**src/rtl/mc_alu_ctrl.sv**
```systemverilog
// -----------------------------------------------------------------------------
// mc_alu_ctrl
//   Multi-cycle MIPS control FSM. Decodes the held instruction register and
//   steps each instruction through fetch, decode, execute, memory and
//   writeback, driving the ALU function/operand selects, all datapath write
//   enables and memory strobes, and counting retired instructions.
//
// Ports:
//   i_clk, i_rst    clock; synchronous active-high reset
//   i_instr         instruction register contents (stable from DECODE on)
//   i_mem_ready     memory acknowledge for the current read/write
//   i_zero          ALU zero flag, same cycle as o_func
//   o_func          ALU op: 0 ADD, 1 SUB, 2 AND, 3 OR, 4 XOR, 5 SLT
//   o_srca_sel      ALU A: 0 PC, 1 rs
//   o_srcb_sel      ALU B: 00 rt, 01 const 4, 10 sext imm, 11 sext imm<<2
//   o_iord          memory address: 0 PC, 1 ALUOut
//   o_mem_re/we     memory read / write strobes
//   o_ir_we, o_pc_we, o_reg_we   datapath write enables
//   o_pc_src        PC source: 00 ALU result, 01 ALUOut, 10 jump target
//   o_reg_dst       destination: 0 rt, 1 rd
//   o_mem_to_reg    writeback data: 0 ALUOut, 1 memory data
//   o_illegal       one-cycle pulse on an unsupported instruction
//   o_state         current state encoding (debug)
//   o_retired       completed-instruction counter, wraps
// -----------------------------------------------------------------------------
module mc_alu_ctrl #(
    parameter int FUNC_SIZE = 11,
    parameter int CNT_SIZE  = 32
) (
    input  logic                 i_clk,
    input  logic                 i_rst,
    input  logic [31:0]          i_instr,
    input  logic                 i_mem_ready,
    input  logic                 i_zero,
    output logic [FUNC_SIZE-1:0] o_func,
    output logic                 o_srca_sel,
    output logic [1:0]           o_srcb_sel,
    output logic                 o_iord,
    output logic                 o_mem_re,
    output logic                 o_mem_we,
    output logic                 o_ir_we,
    output logic                 o_pc_we,
    output logic [1:0]           o_pc_src,
    output logic                 o_reg_we,
    output logic                 o_reg_dst,
    output logic                 o_mem_to_reg,
    output logic                 o_illegal,
    output logic [3:0]           o_state,
    output logic [CNT_SIZE-1:0]  o_retired
);

    typedef enum logic [3:0] {
        S_FETCH   = 4'd0,
        S_DECODE  = 4'd1,
        S_MEMADR  = 4'd2,
        S_MEMRD   = 4'd3,
        S_MEMWB   = 4'd4,
        S_MEMWR   = 4'd5,
        S_RTEXE   = 4'd6,
        S_ALUWB   = 4'd7,
        S_BRANCH  = 4'd8,
        S_ADDIEXE = 4'd9,
        S_JUMP    = 4'd10,
        S_ILLEGAL = 4'd11,
        S_ADDIWB  = 4'd12
    } state_t;

    localparam logic [5:0] OP_RTYPE = 6'h00;
    localparam logic [5:0] OP_LW    = 6'h23;
    localparam logic [5:0] OP_SW    = 6'h2B;
    localparam logic [5:0] OP_BEQ   = 6'h04;
    localparam logic [5:0] OP_ADDI  = 6'h08;
    localparam logic [5:0] OP_J     = 6'h02;

    localparam logic [2:0] ALU_ADD = 3'd0;
    localparam logic [2:0] ALU_SUB = 3'd1;

    state_t              state;
    state_t              next_state;
    logic [CNT_SIZE-1:0] retired;
    logic [5:0]          opcode;
    logic [5:0]          funct;
    logic [2:0]          rtype_op;
    logic                funct_ok;
    logic [2:0]          alu_op;
    logic                retire;
    logic                unused_instr_bits;

    assign opcode            = i_instr[31:26];
    assign funct             = i_instr[5:0];
    assign unused_instr_bits = ^i_instr[25:6];

    // R-type funct field to ALU op; unsupported functs are flagged.
    always_comb begin
        // NOTE: every variable gets a default before the case so no path
        // leaves it unassigned, which would otherwise infer a latch.
        rtype_op = ALU_ADD;
        funct_ok = 1'b1;
        case (funct)
            6'h20:   rtype_op = 3'd0;
            6'h22:   rtype_op = 3'd1;
            6'h24:   rtype_op = 3'd2;
            6'h25:   rtype_op = 3'd3;
            6'h26:   rtype_op = 3'd4;
            6'h2A:   rtype_op = 3'd5;
            default: funct_ok = 1'b0;
        endcase
    end

    // State register and retired counter. Reset abandons the in-flight
    // instruction without counting it.
    always_ff @(posedge i_clk) begin
        // NOTE: sequential state uses non-blocking assignments so every
        // register samples the pre-edge values of the others.
        if (i_rst) begin
            state   <= S_FETCH;
            retired <= '0;
        end else begin
            state <= next_state;
            if (retire) retired <= retired + CNT_SIZE'(1);
        end
    end

    // An instruction completes on the transition back to FETCH from any
    // terminal state; ILLEGAL is deliberately absent.
    assign retire = (next_state == S_FETCH) &&
                    (state inside {S_MEMWB, S_MEMWR, S_ALUWB, S_BRANCH,
                                   S_ADDIWB, S_JUMP});

    // Next-state and per-state datapath controls.
    always_comb begin
        next_state   = S_FETCH;
        alu_op       = ALU_ADD;
        o_srca_sel   = 1'b0;
        o_srcb_sel   = 2'b00;
        o_iord       = 1'b0;
        o_mem_re     = 1'b0;
        o_mem_we     = 1'b0;
        o_ir_we      = 1'b0;
        o_pc_we      = 1'b0;
        o_pc_src     = 2'b00;
        o_reg_we     = 1'b0;
        o_reg_dst    = 1'b0;
        o_mem_to_reg = 1'b0;
        o_illegal    = 1'b0;
        case (state)
            S_FETCH: begin
                o_mem_re   = 1'b1;
                o_srcb_sel = 2'b01;
                // IR and PC load in the acknowledge cycle itself (PC+4).
                o_ir_we    = i_mem_ready;
                o_pc_we    = i_mem_ready;
                next_state = i_mem_ready ? S_DECODE : S_FETCH;
            end
            S_DECODE: begin
                // Precompute the branch target into ALUOut.
                o_srcb_sel = 2'b11;
                case (opcode)
                    OP_RTYPE:     next_state = funct_ok ? S_RTEXE : S_ILLEGAL;
                    OP_LW, OP_SW: next_state = S_MEMADR;
                    OP_BEQ:       next_state = S_BRANCH;
                    OP_ADDI:      next_state = S_ADDIEXE;
                    OP_J:         next_state = S_JUMP;
                    default:      next_state = S_ILLEGAL;
                endcase
            end
            S_MEMADR: begin
                o_srca_sel = 1'b1;
                o_srcb_sel = 2'b10;
                next_state = (opcode == OP_LW) ? S_MEMRD : S_MEMWR;
            end
            S_MEMRD: begin
                o_iord     = 1'b1;
                o_mem_re   = 1'b1;
                next_state = i_mem_ready ? S_MEMWB : S_MEMRD;
            end
            S_MEMWB: begin
                o_reg_we     = 1'b1;
                o_mem_to_reg = 1'b1;
            end
            S_MEMWR: begin
                o_iord     = 1'b1;
                o_mem_we   = 1'b1;
                next_state = i_mem_ready ? S_FETCH : S_MEMWR;
            end
            S_RTEXE: begin
                o_srca_sel = 1'b1;
                alu_op     = rtype_op;
                next_state = S_ALUWB;
            end
            S_ALUWB: begin
                o_reg_we  = 1'b1;
                o_reg_dst = 1'b1;
            end
            S_BRANCH: begin
                o_srca_sel = 1'b1;
                alu_op     = ALU_SUB;
                o_pc_src   = 2'b01;
                o_pc_we    = i_zero;
            end
            S_ADDIEXE: begin
                o_srca_sel = 1'b1;
                o_srcb_sel = 2'b10;
                next_state = S_ADDIWB;
            end
            S_ADDIWB: o_reg_we = 1'b1;
            S_JUMP: begin
                o_pc_src = 2'b10;
                o_pc_we  = 1'b1;
            end
            S_ILLEGAL: o_illegal = 1'b1;
            default:   next_state = S_FETCH;
        endcase

        // Nothing may write or strobe memory during the reset cycle.
        if (i_rst) begin
            o_mem_we  = 1'b0;
            o_ir_we   = 1'b0;
            o_pc_we   = 1'b0;
            o_reg_we  = 1'b0;
            o_mem_re  = 1'b0;
            o_illegal = 1'b0;
        end
    end

    assign o_func    = FUNC_SIZE'(alu_op);
    assign o_state   = state;
    assign o_retired = retired;

endmodule

```
**config.mk**
```make
export PLATFORM = sky130hd
export DESIGN_NAME = mc_alu_ctrl
export DESIGN_NICKNAME = d
export VERILOG_FILES = /design/src/rtl/mc_alu_ctrl.sv
export SDC_FILE = /design/constraint.sdc
export NUM_CORES = 1
export LEC_CHECK = 0
export ABC_AREA = 1
export BUFFER_PORTS_ARGS = -buffer_cell sky130_fd_sc_hd__clkbuf_2
export CAP_MARGIN = 10
export CORE_MARGIN = 5
export CORE_UTILIZATION = 51
export CTS_CLUSTER_DIAMETER = 150
export DETAILED_ROUTE_END_ITERATION = 7
export GPL_TIMING_DRIVEN = 0
export PLACE_DENSITY = 0.81
export SLEW_MARGIN = 0
export SYNTH_ARGS = -nofsm -noshare
export SYNTH_HDL_FRONTEND = slang
export SYNTH_SLANG_ARGS = --single-unit
export TNS_END_PERCENT = 10
```
**constraint.sdc**
```tcl
create_clock -name i_clk -period 1.8 [get_ports i_clk]
set_input_delay 0.27 -clock i_clk [delete_from_list [all_inputs] [get_ports i_clk]]
set_output_delay 0.27 -clock i_clk [all_outputs]
set_load 0.03 [all_outputs]
```
==> results.yml, run 1 <==
layout:
  fillers: 506
  antenna_cells: 0
  drive_gt1_frac: 0.326
  final_util: 0.693
  area_growth_pct: 33.0
  nNetsFinal: 604
critical_path:
  crit_top_cell: "nand2_4"
  cp_top_family: "simple AND/OR/NAND/NOR gates"
  r2r_slack_ns: -0.07
  r2r_cells: 12
  max_stage_delay_ns: 0.38
  cp.required_ns: 2.02
  critPathLaunchType: "flop"
  worst-setup-path-type: "reg -> reg"
  timing.rr.end: "o_retired[8]"
  crit_arrival_ns: 2.09
  crit_chain: "inv_4, nand2_4, inv_2, nand2_4, nor2_1, nor3_2, nand3_4, nor2_8, buf_6, buf_8, nand3_2, a21oi_2"
  reg2reg_from: "o_state[0]"
  crit_slowest_cell: "dfxtp_4"
  endpoint_kind: "flop"
  cp_max_fo: 5
  cp.buffers_inverters: 4
synth:
  ys_seq_area_frac: 0.254
  synth_cell_types: 35
  ys_warn_count: 0
  yosys-top-cells-count: "nand2_1, nor2_1, inv_1, nand3_1, dfxtp_1"
  syn_inst: 472
  synth.area.top_cells: "dfxtp_1, nand2_1, nor2_1"
  yosysMostFrequentCell: "nand2_1"
  synth_top_area_cell: "dfxtp_1"
  async_reset_ff_frac: 0
  ys_ff_latch: 36
  ys.flop_type: "dfxtp_1"
  synth_enable_flop_cells: 0
  yosysTopAreaCellShare: 0.254
  synthesis.area_um2: 2830
  avgSynthCellArea_um2: 6.00
pwr:
  peakVddDrop_v: 0.000632
  swShare: 0.460
  p_sw_w: 0.00184
  p_leak_nw: 1.72
  p_seq_frac: 0.231
  combPwrFrac: 0.622
  internal-power_w: 0.00216
  fin_total_pwr_w: 0.00400
  p_clk_frac: 0.147
  power_per_cell_area_nw_per_um2: 1060
routing:
  wl_per_cell_um: 13.3
  drc: 0
  wl_um: 8530
  viasPerCell: 5.20
  firstDrtPassIters: 5
  dr_total_vias: 3331
  drt-initial-drc-count: 196
  drtAntennaViolNets: 0
global_route:
  grt_pass1_wl_um: 13800
  grt_pass1_vias: 3006
  grt_overflow: 0
  grt_max_degree: 11
  antenna_found_initial: 0
  track_usage: 0.231
worst_hold_path:
  holdPathStages: 3
  min_from: "i_rst"
  hold_path.class: "in -> reg"
  min_to: "o_state[1]"
timing:
  grt_setup_unrepaired: "yes"
  max_freq_mhz: 534
  fin_crit_ns: 1.87
  drv_slew: 0
  finalClockSkew_ns: 0.00383
  hold_viol_final: 0
  setup_ws_ns: -0.0727
  tns_ns: -0.856
  finalSetupViolations: 26
  period_share: 1.04
clock_network:
  cts_buffers: 5
  cts_tree: "done"
  holdBufCountCts: 0
  clock_latency_ns: 0.28
  clock_sinks: 36
  path_clk_slew_ns: 0.07
  htreeDepth: 2
  clock_path_buffers: 2
  root_buffer: "clkbuf_8"
placement:
  dp_hpwl_um: 6450
  place_ws_ns: -0.205
  portBuffers: 68
  place_congestion: 0.933
floorplanning:
  coreArea_um2: 5440
  die_h_um: 84.5
  die_x_um: 84.5
  die_area_um2: 7150
  start_util: 0.521
  row_count: 27
  io_pins: 97
outcome:
  violations: "setup timing"
  outcome: "finished with violations"
job:
  maxCapViolations: 0
==> state kept, by name, indices dropped and copies added (netlist names) <==
name / flops
o_retired: 32
o_state: 4
==> logic make-up (layout without fill, tap and decap cells) <==
logic type	Yosys count	in the layout	share of synthesized area
DFF	36	36	0.254
AOI/OAI and AO/OA	32	32	0.0662
xor gates and xnor gates	15	15	0.0464
adders and majority gates	1	1	0.00441
buffers and inverters	85	173	0.144
other	1	8	0.00132
and+or+nand+nor	302	303	0.483
==> cells in the final DEF, fill, tap and decap left out, drive strengths merged <==
master,Yosys,final
nand4,10,10
clkbuf,2,76
buf,17,31
o211ai,1,1
inv,66,66
a21oi,27,27
o31ai,1,1
nor2,91,92
and3,2,2
nand3,62,62
or2,1,1
ha,1,1
nor4,3,3
xnor2,5,5
conb,1,8
xor2,10,10
o21ai,3,3
dfxtp,36,36
nor3,19,19
nand2,114,114
==> per-layer routing <==
layer	track usage	wire length, µm	share of wire
met1	0.309	3720	0.44
met2	0.384	4050	0.47
met3	0.0432	571	0.067
met4	0.0547	195	0.023
met5	0	0	0
==> area by class of cell <==
class,count,area [µm²],share of cell area
inverters,66,250,0.0664
plain buffers,18,159,0.0422
repair buffers,81,488,0.129
flip-flops and latches,36,739,0.196
multi-input cells,359,1950,0.518
clock buffers,8,90.1,0.0239
well taps,72,90.1,0.0239
==> power groups by stage <==
stage,clock (W),combinational [W],sequential (W)
after floorplan,0,0.00128,0.000975
after global placement,0,0.00172,0.000919
after detailed placement,0,0.00175,0.000921
after CTS,0.000595,0.00247,0.000922
after global routing,0.000640,0.00265,0.000930
final,0.000587,0.00249,0.000925
==> worst reg2reg max path, cell delays in order, from the launching register on <==
cell and delay [ns]:
dfxtp_4 0.38, inv_4 0.05, nand2_4 0.07, inv_2 0.07, nand2_4 0.08, nor2_1 0.06, nor3_2 0.34, nand3_4 0.15
nor2_8 0.18, buf_6 0.16, buf_8 0.12, nand3_2 0.07, a21oi_2 0.11
==> how the worst max path moves through the flow <==
stage	start	end	cells after the start
floorplan	o_state[3]	o_pc_we	6
global placement	i_instr[31]	o_retired[28]	12
detailed placement	i_instr[31]	o_retired[29]	12
CTS	o_state[0]	o_retired[30]	14
global route	o_state[2]	o_retired[26]	13
finish	o_state[0]	o_retired[8]	12
==> repair_timing <==
| action | CTS | global route |
|---|---|---|
| gates cloned | 3 | 0 |
| resized for setup | 29 | 47 |
| setup buffers | 9 | 3 |
| setup endpoints to repair | 37 | 38 |
| pin swaps | 17 | 20 |
==> through the flow <==
stage	instances	instance area [µm²]	hold WS (ns)
final	640	3770	0.255
after detailed placement	619	3310	0.502
after floorplan	479	2880	0.415
after global placement	619	3310	0.489
after CTS	639	3630	0.252
after global routing	640	3770	0.250
(Power assumes the default switching activity.)
==> run 2: changes to the inputs <==
--- a/constraint.sdc
+++ b/constraint.sdc
@@ -3,2 +3,2 @@
 set_output_delay 0.27 -clock i_clk [all_outputs]
-set_load 0.03 [all_outputs]
+set_load 0.005 [all_outputs]
==> results.yml, run 2 (synthesized netlist as in run 1, its figures left out) <==
clock_network:
  clock_sinks: 36
  root_buffer: "clkbuf_8"
  cts_tree: "done"
  clock_path_buffers: 2
  htreeDepth: 2
  path_clk_slew_ns: 0.07
  cts_buffers: 5
  clock_latency_ns: 0.29
critical_path:
  max_stage_delay_ns: 0.38
  endpoint_kind: "flop"
  crit_chain: "inv_4, nand2_4, inv_4, nand2_4, nor2_1, nor3_2, buf_4, nand3_4, nor2_8, buf_12, buf_16, nand3_1, nand2_1, nor2_2"
  critPathLaunchType: "flop"
  crit_arrival_ns: 2.06
  worst-setup-path-type: "reg -> reg"
  cp.buffers_inverters: 5
  cp.required_ns: 1.99
  cp_max_fo: 5
  cp_top_family: "simple AND/OR/NAND/NOR gates"
  crit_slowest_cell: "dfxtp_4"
placement:
  dp_hpwl_um: 6440
  place_congestion: 0.934
  post-place-cells: 619
  portBuffers: 68
  place_ws_ns: -0.227
  dpl_cell_area_um2: 3290
global_route:
  antenna_found_initial: 0
  track_usage: 0.238
  grt_pass1_vias: 3121
  grt_pass1_wl_um: 14300
  grt_max_degree: 12
  grt_overflow: 0
pwr:
  p_leak_nw: 1.78
  combPwrFrac: 0.607
  p_sw_w: 0.00166
  peakVddDrop_v: 0.000702
  p_seq_frac: 0.236
  swShare: 0.425
  power_per_cell_area_nw_per_um2: 1020
  p_clk_frac: 0.156
  fin_total_pwr_w: 0.00390
  internal-power_w: 0.00224
timing:
  grt_setup_unrepaired: "yes"
  max_freq_mhz: 533
  finalSetupViolations: 26
  hold_viol_final: 0
  period_share: 1.04
  tns_ns: -0.909
  drv_slew: 0
  fin_crit_ns: 1.88
  finalClockSkew_ns: 0.00577
  setup_ws_ns: -0.0764
layout:
  nNetsFinal: 614
  area_growth_pct: 35.0
  fillers: 466
  post-route-cell-area_um2: 3820
  antenna_cells: 0
  final_cell_mix: "nand2_1, nor2_1, clkbuf_2"
  drive_gt1_frac: 0.329
  layout_commonest_cell: "nand2_1"
  largest_register_ffs: 32
  layout.cells.non_filler: 650
routing:
  wl_um: 9030
  drc: 0
  firstDrtPassIters: 5
  drt-initial-drc-count: 280
  dr_total_vias: 3424
  viasPerCell: 5.27
  wl_per_cell_um: 13.9
  drtAntennaViolNets: 0
floorplanning:
  coreArea_um2: 5440
  die_area_um2: 7150
  start_util: 0.521
  die_h_um: 84.5
  row_count: 27
  io_pins: 97
  die_x_um: 84.5
job:
  maxCapViolations: 0
worst_hold_path:
  hold_path.class: "in -> reg"
outcome:
  violations: "setup timing"
  outcome: "finished with violations"
run 2: cell types whose count changed in the layout (fill, tap and decap cells not counted), sizes merged:
cell / change
buf: +7
clkbuf: +2
clkinvlp: +1
run 2: final timing paths:
check	from	end	slack (ns)	cells after the start
max	o_state[0]	o_retired[9]	-0.08	14
min	i_rst	o_state[1]	0.25	3
min reg2reg	o_retired[7]	o_retired[7]	0.51	2
max reg2reg	o_state[0]	o_retired[9]	-0.08	14
run 2: final cells by class:
type,instances,area (µm²),area share
tap,72,90.1,0.0236
timing repair buffer,91,557,0.146
buffer,18,155,0.0406
clock buffer,7,86.3,0.0226
sequential,36,739,0.193
multi-input combinational,359,1940,0.506
clock inverter,1,7.51,0.00196
inverter,66,253,0.0661
run 2: what timing repair did:
item / in CTS / in global routing
hold buffers: 0 / 0
gates cloned: 3 / 0
endpoints found under the setup margin: 35 / 37
resized for setup: 44 / 27
pin swaps: 19 / 23
hold endpoints to repair: 0 / 0
setup buffers: 16 / 5
run 2: metal layers:
metal	global-route usage	vias to the layer above	routed length [µm]
li1	-	1699	-
met1	0.307	1569	3920
met2	0.409	137	4430
met3	0.0402	19	539
met4	0.0662	0	137
met5	0	-	0
run 2: through the flow:
stage / util / hold WS, ns
2_1_floorplan: - / 0.423
3_3_place_gp: 0.605 / 0.486
5_1_grt: 0.703 / 0.257
4_1_cts: 0.680 / 0.250
6_report: 0.703 / 0.253
3_5_place_dp: 0.605 / 0.492
run 2: tightest hold or removal path: stages:
cell	delay, ns
clkbuf_2	0.11
or2_2	0.10
inv_1	0.03
run 2: power by group through the flow:
stage / Sequential, W / Clock (W) / Combinational [W]
detailed placement: 0.000910 / 0 / 0.00149
global route: 0.000928 / 0.000653 / 0.00252
CTS: 0.000919 / 0.000618 / 0.00222
global placement: 0.000909 / 0 / 0.00148
finish: 0.000921 / 0.000609 / 0.00237
floorplan: 0.000901 / 0 / 0.00109
==> run 3: changes to the inputs <==
- PLACE_DENSITY: 0.81 -> 0.8
==> results.yml, run 3 (synthesized netlist as in run 1, its figures left out) <==
floorplanning:
  die_h_um: 84.5
  die_area_um2: 7150
  io_pins: 97
  die_x_um: 84.5
  coreArea_um2: 5440
  start_util: 0.521
  row_count: 27
global_route:
  track_usage: 0.244
  grt_overflow: 0
  antenna_found_initial: 0
  grt_max_degree: 11
  grt_pass1_wl_um: 14500
  grt_pass1_vias: 3218
clock_network:
  path_clk_slew_ns: 0.07
  root_buffer: "clkbuf_8"
  holdBufCountCts: 0
  clock_sinks: 36
  cts_buffers: 5
  cts_tree: "done"
  clock_latency_ns: 0.29
  htreeDepth: 2
  clock_path_buffers: 2
layout:
  area_growth_pct: 36.4
  layout.cells.non_filler: 652
  layout_commonest_cell: "nand2_1"
  final_cell_mix: "nand2_1, nor2_1, clkbuf_2"
  drive_gt1_frac: 0.336
  largest_register_ffs: 32
  fillers: 479
  antenna_cells: 0
  nNetsFinal: 617
timing:
  finalClockSkew_ns: 0.00377
  period_share: 1.06
  grt_setup_unrepaired: "yes"
  finalSetupViolations: 35
  setup_ws_ns: -0.109
  max_freq_mhz: 524
  drv_slew: 0
  fin_crit_ns: 1.91
  hold_viol_final: 0
placement:
  post-place-cells: 619
  place_congestion: 0.938
  place_ws_ns: -0.222
  dp_hpwl_um: 6530
  portBuffers: 68
pwr:
  fin_total_pwr_w: 0.00407
  power_per_cell_area_nw_per_um2: 1050
  p_leak_nw: 1.79
  peakVddDrop_v: 0.000714
critical_path:
  reg2reg_from: "o_state[3]"
  crit_arrival_ns: 2.13
  r2r_cells: 11
  critPathLaunchType: "flop"
  endpoint_kind: "flop"
  r2r_slack_ns: -0.11
  max_stage_delay_ns: 0.40
  cp.required_ns: 2.02
  cp_max_fo: 10
  crit_chain: "nor2_4, buf_4, nand2_1, nor2_2, nor3_2, nand2_2, nor2_8, buf_12, buf_8, a21oi_1, nor2_1"
  worst-setup-path-type: "reg -> reg"
  crit_slowest_cell: "dfxtp_4"
  timing.rr.end: "o_retired[16]"
worst_hold_path:
  holdPathStages: 3
  min_to: "o_state[1]"
  min_from: "i_rst"
  hold_path.class: "in -> reg"
routing:
  drtAntennaViolNets: 0
  viasPerCell: 5.35
  firstDrtPassIters: 5
  wl_um: 9330
  drt-initial-drc-count: 373
  wl_per_cell_um: 14.3
  drc: 0
  dr_total_vias: 3491
job:
  maxCapViolations: 0
outcome:
  outcome: "finished with violations"
  violations: "setup timing"
-- run 3: changes by cell type in the layout (fill, tap and decap cells not counted), moves of 2 or more --
| cell | before | now |
|---|---|---|
| nand3_1 | 49 | 45 |
| inv_1 | 60 | 57 |
| inv_2 | 4 | 6 |
| a21oi_1 | 16 | 18 |
| a21oi_2 | 11 | 9 |
| nand3_2 | 11 | 16 |
| buf_8 | 2 | 4 |
-- run 3: stage by stage --
stage                      util  hold WS (ns)  cell area [µm²]  TNS (ns)
after CTS                 0.668         0.240             3630    -0.105
after floorplan               -         0.423             2860         0
after detailed placement  0.605         0.504             3290     -5.86
after global routing      0.711         0.246             3870     -6.07
after global placement    0.605         0.484             3290     -4.51
final                     0.711         0.241             3870     -2.64
-- run 3: worst max path at each step --
stage                       from       endpoint  slack, ns  cells after the start
finish                o_state[3]  o_retired[16]      -0.11                     11
detailed placement   i_instr[31]  o_retired[28]      -0.22                     12
floorplan             o_state[0]  o_retired[28]       0.08                     14
CTS                   o_state[0]  o_retired[31]      -0.03                     15
global placement    o_retired[0]  o_retired[26]      -0.19                     10
global route          o_state[0]  o_retired[31]      -0.20                     14
-- run 3: power breakdown --
part / switching (W) / total (W) / internal, W / leakage [nW]
clock network: 0.000291 / 0.000555 / 0.000263 / 0.0410
logic: 0.00134 / 0.00259 / 0.00124 / 1.46
registers: 0.0000816 / 0.000930 / 0.000848 / 0.294
-- run 3: layout make-up --
class,count,area (µm²),share of cell area
Clock buffer,6,72.6,0.0188
Sequential cell,36,738,0.191
Tap cell,72,90.1,0.0233
Clock inverter,1,5.00,0.00129
Multi-Input combinational cell,358,1920,0.496
Inverter,66,258,0.0667
Timing Repair Buffer,94,609,0.158
Buffer,19,174,0.0450
-- run 3: worst max-delay path: cells and delay by family, from the launching register on --
kind / cells / cell delay [ns]
compound gates: 1 / 0.06
flops: 1 / 0.40
simple gates: 7 / 0.97
buf+inv: 3 / 0.40
-- run 3: timing repair --
item | CTS | global route
setup buffers | 14 | 10
setup endpoints to repair | 36 | 37
cloned | 1 | 1
pin swaps | 8 | 30
gates resized for setup | 38 | 37
-- run 3: layer usage --
layer / part of all wire / track usage / vias to the layer above
met2: 0.50 / 0.421 / 147
met5: 0 / 0 / -
met1: 0.41 / 0.307 / 1612
li1: - / - / 1707
met3: 0.075 / 0.0412 / 25
met4: 0.023 / 0.0806 / 0
